`src/rtl/csa_acc_pkg.sv`:
```
// Shared types and constants for the carry-save accumulator/resolver.
// The state encoding, segment count and beat-count saturation live here.
package csa_acc_pkg;

    typedef enum logic [1:0] {
        ST_ACC = 2'd0,
        ST_RES = 2'd1,
        ST_OUT = 2'd2
    } state_t;

    localparam int NSEG      = 4;
    localparam int SEG_CNT_W = $clog2(NSEG);
    localparam logic [7:0] CNT_MAX = 8'd255;

    // Beat counter increment that sticks at CNT_MAX.
    function automatic logic [7:0] cnt_sat_inc(input logic [7:0] cnt);
        logic [7:0] nxt;
        if (cnt == CNT_MAX) begin
            nxt = cnt;
        end else begin
            nxt = cnt + 8'd1;
        end
        return nxt;
    endfunction

endpackage

```
`src/rtl/csa4_2.sv`:
```
// 4:2 carry-save compressor built from two cascaded 3:2 rows.
// o_sum + o_carry == i_a + i_b + i_c + i_d modulo 2^W.
module csa4_2 #(
    parameter int W = 8
) (
    input  logic [W-1:0] i_a,
    input  logic [W-1:0] i_b,
    input  logic [W-1:0] i_c,
    input  logic [W-1:0] i_d,
    output logic [W-1:0] o_sum,
    output logic [W-1:0] o_carry
);

    logic [W-1:0] w_s1;
    logic [W-2:0] w_c1;
    logic [W-1:0] w_c1_sh;
    logic [W-2:0] w_c2;

    // Carries out of the top bit are dropped, so only W-1 majority bits are built.
    assign w_s1    = i_a ^ i_b ^ i_c;
    assign w_c1    = (i_a[W-2:0] & i_b[W-2:0]) | (i_a[W-2:0] & i_c[W-2:0]) | (i_b[W-2:0] & i_c[W-2:0]);
    assign w_c1_sh = {w_c1, 1'b0};

    assign o_sum   = w_s1 ^ i_d ^ w_c1_sh;
    assign w_c2    = (w_s1[W-2:0] & i_d[W-2:0]) | (w_s1[W-2:0] & w_c1_sh[W-2:0]) | (i_d[W-2:0] & w_c1_sh[W-2:0]);
    assign o_carry = {w_c2, 1'b0};

endmodule

```
`src/rtl/csa_accum_resolve.sv`:
```
// Accumulates a stream of carry-save beats without carry propagation, then
// resolves the group with a segmented multi-cycle adder and hands it downstream.
module csa_accum_resolve
    import csa_acc_pkg::*;
#(
    parameter int WIDTH = 109,
    parameter int ACC_W = 116,
    parameter int SEG_W = 29
) (
    input  logic             clk,
    input  logic             rst,
    input  logic             in_valid,
    output logic             in_ready,
    input  logic [WIDTH-1:0] in_sum,
    input  logic [WIDTH-1:0] in_carry,
    input  logic             in_last,
    output logic             out_valid,
    input  logic             out_ready,
    output logic [ACC_W-1:0] out_data,
    output logic [7:0]       out_cnt
);

    state_t                 r_state;
    logic                   r_in_ready;
    logic                   r_out_valid;
    logic [ACC_W-1:0]       r_acc_s;
    logic [ACC_W-1:0]       r_acc_c;
    logic [ACC_W-1:0]       r_res;
    logic [7:0]             r_cnt;
    logic [SEG_CNT_W-1:0]   r_seg;
    logic                   r_cy;

    logic [ACC_W-1:0]       w_ext_sum;
    logic [ACC_W-1:0]       w_ext_carry;
    logic [ACC_W-1:0]       w_cmp_s;
    logic [ACC_W-1:0]       w_cmp_c;
    logic [SEG_W-1:0]       w_seg_s;
    logic [SEG_W-1:0]       w_seg_c;
    logic [SEG_W:0]         w_seg_add;

    // Each redundant vector is sign-extended on its own before compression.
    assign w_ext_sum   = {{(ACC_W-WIDTH){in_sum[WIDTH-1]}}, in_sum};
    assign w_ext_carry = {{(ACC_W-WIDTH){in_carry[WIDTH-1]}}, in_carry};

    csa4_2 #(
        .W (ACC_W)
    ) u_csa (
        .i_a     (r_acc_s),
        .i_b     (r_acc_c),
        .i_c     (w_ext_sum),
        .i_d     (w_ext_carry),
        .o_sum   (w_cmp_s),
        .o_carry (w_cmp_c)
    );

    assign w_seg_s   = r_acc_s[int'(r_seg)*SEG_W +: SEG_W];
    assign w_seg_c   = r_acc_c[int'(r_seg)*SEG_W +: SEG_W];
    assign w_seg_add = {1'b0, w_seg_s} + {1'b0, w_seg_c} + {{SEG_W{1'b0}}, r_cy};

    // Control FSM together with accumulator, resolver and output registers.
    always_ff @(posedge clk or posedge rst) begin
        if (rst) begin
            r_state     <= ST_ACC;
            r_in_ready  <= 1'b1;
            r_out_valid <= 1'b0;
            r_acc_s     <= {ACC_W{1'b0}};
            r_acc_c     <= {ACC_W{1'b0}};
            r_res       <= {ACC_W{1'b0}};
            r_cnt       <= 8'd0;
            r_seg       <= {SEG_CNT_W{1'b0}};
            r_cy        <= 1'b0;
        end else begin
            case (r_state)
                ST_ACC: begin
                    if (in_valid) begin
                        r_acc_s <= w_cmp_s;
                        r_acc_c <= w_cmp_c;
                        r_cnt   <= cnt_sat_inc(r_cnt);
                        if (in_last) begin
                            r_state    <= ST_RES;
                            r_in_ready <= 1'b0;
                            r_seg      <= {SEG_CNT_W{1'b0}};
                            r_cy       <= 1'b0;
                        end
                    end
                end
                ST_RES: begin
                    r_res[int'(r_seg)*SEG_W +: SEG_W] <= w_seg_add[SEG_W-1:0];
                    r_cy <= w_seg_add[SEG_W];
                    // Carry out of the top segment is discarded: arithmetic wraps.
                    if (r_seg == SEG_CNT_W'(NSEG-1)) begin
                        r_state     <= ST_OUT;
                        r_out_valid <= 1'b1;
                    end else begin
                        r_seg <= r_seg + SEG_CNT_W'(1);
                    end
                end
                ST_OUT: begin
                    if (out_ready) begin
                        r_state     <= ST_ACC;
                        r_in_ready  <= 1'b1;
                        r_out_valid <= 1'b0;
                        r_acc_s     <= {ACC_W{1'b0}};
                        r_acc_c     <= {ACC_W{1'b0}};
                        r_res       <= {ACC_W{1'b0}};
                        r_cnt       <= 8'd0;
                    end
                end
                default: begin
                    r_state     <= ST_ACC;
                    r_in_ready  <= 1'b1;
                    r_out_valid <= 1'b0;
                end
            endcase
        end
    end

    assign in_ready  = r_in_ready;
    assign out_valid = r_out_valid;
    assign out_data  = r_res;
    assign out_cnt   = r_cnt;

endmodule

```
`config.mk`:
```
export PLATFORM = sky130hd
export DESIGN_NAME = csa_accum_resolve
export DESIGN_NICKNAME = d
export VERILOG_FILES = /design/src/rtl/csa_acc_pkg.sv /design/src/rtl/csa4_2.sv /design/src/rtl/csa_accum_resolve.sv
export SDC_FILE = /design/constraint.sdc
export NUM_CORES = 1
export LEC_CHECK = 0
export CAP_MARGIN = 10
export CORE_MARGIN = 2
export CORE_UTILIZATION = 35
export CTS_CLUSTER_SIZE = 28
export DETAILED_ROUTE_END_ITERATION = 8
export SYNTH_ARGS = -nofsm -noshare
export SYNTH_HDL_FRONTEND = slang
export SYNTH_SLANG_ARGS = --single-unit
```
`constraint.sdc`:
```
create_clock -name clk -period 18.65 [get_ports clk]
set_clock_uncertainty 0.2 [all_clocks]
set_input_delay 4.6625 -clock clk [delete_from_list [all_inputs] [get_ports clk]]
set_output_delay 4.6625 -clock clk [all_outputs]
set_load 0.005 [all_outputs]
```
==> flow_metrics.tcl, run 1 <==
set metrics [dict create \
    finalSetupViolCount 0 \
    gr-usage-all-layers 0.201 \
    ir_worst_vdd_uv 107 \
    worstHoldPathCells 2 \
    dieArea_um2 60800 \
    port_buffers 348 \
    crit_family "buffers and inverters" \
    ant_nets 0 \
    overflow 0 \
    p_seq_frac 0.270 \
    grt_max_degree 128 \
    yosysWarnings 0 \
    rsz0062_at_grt "no" \
    initial_core_util 0.355 \
    cts_root_buffer "clkbuf_16" \
    min_from "out_data[1]" \
    htree_levels 2 \
    core_um2 57900 \
    async_flop_share 1.00 \
    cts_sinks 362 \
    place_congestion 0.814 \
    startpoint "rst" \
    dp_hpwl_um 45200 \
    drt-initial-drc-count 796 \
    crit_path_frequent_cell "buf_4" \
    pwr-share-clk 0.162 \
    synth-edff-count 0 \
    dp_slack_ps 10260 \
    vias 13700 \
    synthCells 1404 \
    relSlewSlack 0.252 \
    path_max_fanout 127 \
    slowest_delay_ps 720 \
    antenna_found_initial 12 \
    clkTransAtPathRegs_ps 60 \
    ioPinCount 349 \
    crit_required_ps 19040 \
    reg2regPathDepth 10 \
    ys_dominant_reg_cell "dfrtp_1" \
    dr.pass1.iters 7 \
    drive_above_1_share 0.102 \
    drv_slew 0 \
    ys_types 67 \
    cts_resized 0 \
    syn-num-nets 1892 \
    start_kind "primary input" \
    cts_setup_buffers 0 \
    synth_area_um2 20600 \
    cp_slowest_cell "buf_4" \
    max_freq_mhz 131 \
    r2r_setup_slack_ps 13850 \
    critPathBufInv 5 \
    numCtsBuffers 42 \
    p_int_w 0.00308 \
    endpoint_kind "async pin" \
    p_leak_nw 11.4 \
    switching_share 0.441 \
    drt-vias-per-instance 5.42 \
    p_sw_w 0.00243 \
    drt-wirelength-per-cell_um 23.8 \
    setup_ws_ps 11040 \
    synth_area_per_cell_um2 14.7 \
    finalHoldViolations 0 \
    grt_pass1_wl_um 92200 \
    holdPathEnd "out_data[1]" \
    combPwrFrac 0.568 \
    fin_crit_ps 7610 \
    syn_to_final_growth_pct 27.6 \
    clockBufferDepth 3 \
    powerDensity_nw_per_um2 210 \
    path_depth 5 \
    seq_area_frac_synth 0.440 \
    drc 0 \
    die_x_um 246 \
    hp-class "reg -> reg" \
    totalWireLength_um 60100 \
    grt_pass1_vias 14800 \
    rr_startpoint "r_seg[0]" \
    fin_crit_sh 0.408 \
    crit_chain "clkdlybuf4s50_1 -> inv_8 -> buf_4 -> buf_4 -> buf_4" \
    outcome "finished, final reports clean" \
    path_class "in -> async" \
    clk_latency_ps 560 \
    fp-row-count 88 \
    r2r_end "out_data[56]" \
    final.setup.tns_ps 0 \
    cap_violations 0 \
    cts_tree "done" \
    cts_hold_buffers 0 \
    worst_slew_pin_slew_ps 1120 \
    synth-seq-cells 362 \
    die_y_um 246 \
    finalNetCount 2208 \
    cp.arrival_ps 8000 \
]
-- cells in the mapped netlist (5+ instances only) --
library cell,number,area share
nand2b_1,6,0.0018
buf_2,12,0.0029
ha_1,35,0.021
nand3_1,12,0.0029
and3_1,6,0.0018
nand4_1,5,0.0015
a22o_1,336,0.14
xnor2_1,18,0.0077
nor2_1,26,0.0047
inv_1,24,0.0044
mux4_2,57,0.062
a21o_1,6,0.0022
xor2_1,13,0.0055
fa_1,230,0.22
nand2_1,43,0.0078
o21ai_0,33,0.0080
a21oi_1,39,0.0095
dfrtp_1,361,0.44
clkbuf_1,68,0.012
-- placed cells by master (no fill, tap or decap), drive strengths merged, types with 27 or more instances in the layout --
cell | netlist | final
dfrtp | 361 | 361
clkdlybuf4s50 | 0 | 348
a22o | 336 | 336
fa | 230 | 230
clkbuf | 73 | 58
mux4 | 57 | 57
nand2 | 44 | 44
a21oi | 43 | 43
ha | 35 | 35
o21ai | 34 | 34
inv | 24 | 27
-- stage by stage --
| step | utilization | total power, W | area (um2) | cells | hold WS (ps) |
|---|---|---|---|---|---|
| 4_1_cts | 0.453 | 0.00559 | 26200 | 2517 | 288 |
| 3_3_place_gp | 0.427 | 0.00456 | 24700 | 2441 | 264 |
| 6_report | 0.453 | 0.00552 | 26300 | 2523 | 283 |
| 2_1_floorplan | - | 0.00350 | 20600 | 1404 | 245 |
| 5_1_grt | 0.453 | 0.00596 | 26200 | 2521 | 308 |
| 3_5_place_dp | 0.427 | 0.00466 | 24700 | 2441 | 274 |
-- cell type report --
| type | instances | area [um2] |
|---|---|---|
| repair buffers | 365 | 3610 |
| multi-input cells | 925 | 11000 |
| diodes | 6 | 15.0 |
| flip-flops and latches | 362 | 9060 |
| inverters | 24 | 97.6 |
| well taps | 765 | 957 |
| clock buffers | 58 | 1210 |
| clock inverters | 18 | 284 |
| fillers | 5158 | 31700 |
-- kinds of logic after synthesis --
| group | count (synthesis) | synth area share |
|---|---|---|
| mux | 60 | 0.0639 |
| flops | 362 | 0.440 |
| simple gates | 116 | 0.0289 |
| xor+xnor | 35 | 0.0164 |
| compound gates | 449 | 0.179 |
| buf+inv | 117 | 0.0261 |
| fa+ha+maj | 265 | 0.245 |
-- worst max path at each step --
stage	endpoint	slack [ps]
after global placement	r_acc_c[76]	10320
after floorplan	out_cnt[0]	3740
final	r_acc_s[17]	11040
after detailed placement	r_acc_c[76]	10260
after CTS	r_acc_c[43]	10850
after global routing	r_acc_c[18]	10540
-- power by group through the flow --
| stage | Combinational, W | Clock, W | Sequential, W |
|---|---|---|---|
| 4_1_cts | 0.00318 | 0.000918 | 0.00149 |
| 3_3_place_gp | 0.00307 | 0 | 0.00149 |
| 2_1_floorplan | 0.00214 | 0 | 0.00136 |
| 5_1_grt | 0.00347 | 0.000950 | 0.00154 |
| 3_5_place_dp | 0.00316 | 0 | 0.00150 |
| 6_report | 0.00313 | 0.000896 | 0.00149 |
-- registers in the layout, indices dropped and copies added, names as in the netlist --
register and cells:
out_cnt 8, r_acc_s 116, r_state 2, r_cy 1, r_acc_c 115, out_data 116, out_valid 1, r_seg 2
in_ready 1
-- metal layers --
metal / routed length [um] / up-vias / global-route usage / part of all wire
met5: 71 / - / 0 / 0.0012
met4: 1320 / 12 / 0.0601 / 0.022
met3: 3550 / 90 / 0.0382 / 0.059
met2: 27900 / 430 / 0.308 / 0.46
met1: 27300 / 7250 / 0.289 / 0.45
li1: - / 5889 / - / -
-- worst reg2reg max path, delay by kind of cell, from the launching register on --
family / cells / cell delay (ps)
AO/OA/AOI/OAI: 3 / 870
flip-flops: 1 / 840
AND/OR/NAND/NOR: 3 / 650
buffers and inverters: 1 / 750
XOR/XNOR: 1 / 260
adder cells (fa/ha/maj): 1 / 420
multiplexers: 1 / 690
Power figures use the tool's default switching activity.
==> run 2, diff against run 1 <==
==> constraint.sdc (replaced) <==
create_clock -name clk -period 6.6 [get_ports clk]
set_clock_uncertainty 0.2 [all_clocks]
set_input_delay 1.65 -clock clk [delete_from_list [all_inputs] [get_ports clk]]
set_output_delay 1.65 -clock clk [all_outputs]
set_load 0.005 [all_outputs]
==> run 2 against run 1 <==
  * Via count grew 1.5%
  * Flip-flop and latch count stayed put
  * Routed wire length increased by 2.0%
  * Cell count unchanged
  * Global-route usage up 0.35 points
  * Die area unchanged
  * Sequential share of layout area about the same
  * Critical path depth is 5 higher
  * Core utilization about the same
  * Worst hold slack better by 1.8 ps
  * Worst setup slack got worse by 9100 ps
  * Cell area barely moved
==> flow_metrics.tcl, run 2 (same netlist as run 1, synthesis figures left out) <==
set metrics [dict create \
    outcome "finished, final reports clean" \
    clk_latency_ps 580 \
    rsz0062_at_grt "no" \
    ir_worst_vdd_uv 262 \
    drive_above_1_share 0.101 \
    endpoint_kind "flop" \
    syn_to_final_growth_pct 27.6 \
    core_um2 57900 \
    dp_slack_ps 1500 \
    gr-usage-met3 0.0342 \
    cts_root_buffer "clkbuf_16" \
    cts_sinks 362 \
    fp-row-count 88 \
    cts_tree "done" \
    path_max_fanout 30 \
    drt-vias-per-instance 5.50 \
    placed_area_um2 24800 \
    dr.pass1.iters 5 \
    multi_input_area_um2 11000 \
    finalSetupViolCount 0 \
    finalHoldViolations 0 \
    final_common_cell "dfrtp_1" \
    numCtsBuffers 43 \
    grt_pass1_wl_um 94200 \
    grtUsageMet1 0.297 \
    powerDensity_nw_per_um2 590 \
    die_y_um 246 \
    seqCellArea_um2 9060 \
    worst_slew_pin_slew_ps 1240 \
    start_kind "flop" \
    path_class "reg -> reg" \
    drt-initial-drc-count 897 \
    top_usage_layer "met2" \
    totalWireLength_um 61300 \
    crit_required_ps 6910 \
    ioPinCount 349 \
    ant_nets 0 \
    grt_max_degree 134 \
    relSlewSlack 0.169 \
    initial_core_util 0.355 \
    dp_hpwl_um 46300 \
    cts_hold_buffers 0 \
    grt_pass1_vias 15000 \
    cp.arrival_ps 4980 \
    max_freq_mhz 214 \
    drv_slew 0 \
    cap_violations 0 \
    clockBufferDepth 3 \
    stdcell_area_um2 26300 \
    p_leak_nw 11.4 \
    clkTransAtPathRegs_ps 60 \
    cts_resized 0 \
    finalNetCount 2210 \
    dieArea_um2 60800 \
    nFillCells 5166 \
    cts_setup_buffers 0 \
    setup_ws_ps 1930 \
    grt_use_met2 0.316 \
    r2r_setup_slack_ps 1930 \
    fin_crit_sh 0.708 \
    htree_levels 2 \
    vias 13900 \
    port_buffers 348 \
    place_congestion 0.878 \
    overflow 0 \
    drc 0 \
    die_x_um 246 \
    final_cell_mix "dfrtp_1 (359), clkdlybuf4s50_1 (348), a22o_1 (336)" \
    antenna_found_initial 9 \
    gr-usage-all-layers 0.204 \
    drt-wirelength-per-cell_um 24.3 \
    fin_crit_ps 4670 \
    hp-class "reg -> reg" \
]
[run 2: cell types whose count changed in the layout (fill, tap and decap cells not counted), sizes merged]
| cell | delta |
|---|---|
| diode | -1 |
| clkbuf | +3 |
| buf | +1 |
| bufinv | -3 |
| clkinv | +5 |
| inv | -4 |
| clkinvlp | -1 |
[run 2: per-layer routing]
metal / up-vias / share of wire
met5: - / 0.0010
met4: 10 / 0.022
met3: 92 / 0.052
li1: 5917 / -
met1: 7454 / 0.45
met2: 400 / 0.47
[run 2: final cells by class]
cell class / count / share of cell area
diodes: 5 / 0.000476
clock buffers: 61 / 0.0470
clock inverters: 15 / 0.00777
inverters: 24 / 0.00357
multi-input cells: 925 / 0.419
flip-flops and latches: 362 / 0.345
well taps: 765 / 0.0365
repair buffers: 366 / 0.140
[run 2: power breakdown]
group          internal (W)  leakage [nW]  switching (W)
Clock               0.00146         0.707       0.000984
Sequential          0.00315          4.68        0.00104
Combinational       0.00402          5.99        0.00483
Total               0.00863          11.4        0.00685
[run 2: per-stage QoR]
stage / setup TNS [ps] / std cells / hold WS, ps / utilization / total power, W
2_1_floorplan: -37340 / 1404 / 245 / - / 0.00988
3_3_place_gp: 0 / 2442 / 269 / 0.428 / 0.0128
3_5_place_dp: 0 / 2442 / 291 / 0.428 / 0.0131
4_1_cts: 0 / 2518 / 295 / 0.453 / 0.0157
5_1_grt: 0 / 2522 / 312 / 0.453 / 0.0167
6_report: 0 / 2523 / 285 / 0.453 / 0.0155
[run 2: critical path: stages (launching register included)]
cell      delay, ps
dfrtp_4         720
buf_4           570
mux4_2          600
ha_1            430
a21oi_1         350
a21bo_1         250
a21o_2          230
a22oi_1         340
o221ai_1        270
xnor2_1         390
a22o_1          200
[run 2: worst paths after layout]
check,startpoint,endpoint,cells after the start
max,r_seg[0],out_data[114],10
min,out_data[46],out_data[46],2
max reg2reg,r_seg[0],out_data[114],10
min reg2reg,out_data[46],out_data[46],2
max in group asynchronous,rst,r_acc_s[16],3
min in group asynchronous,rst,out_data[63],2
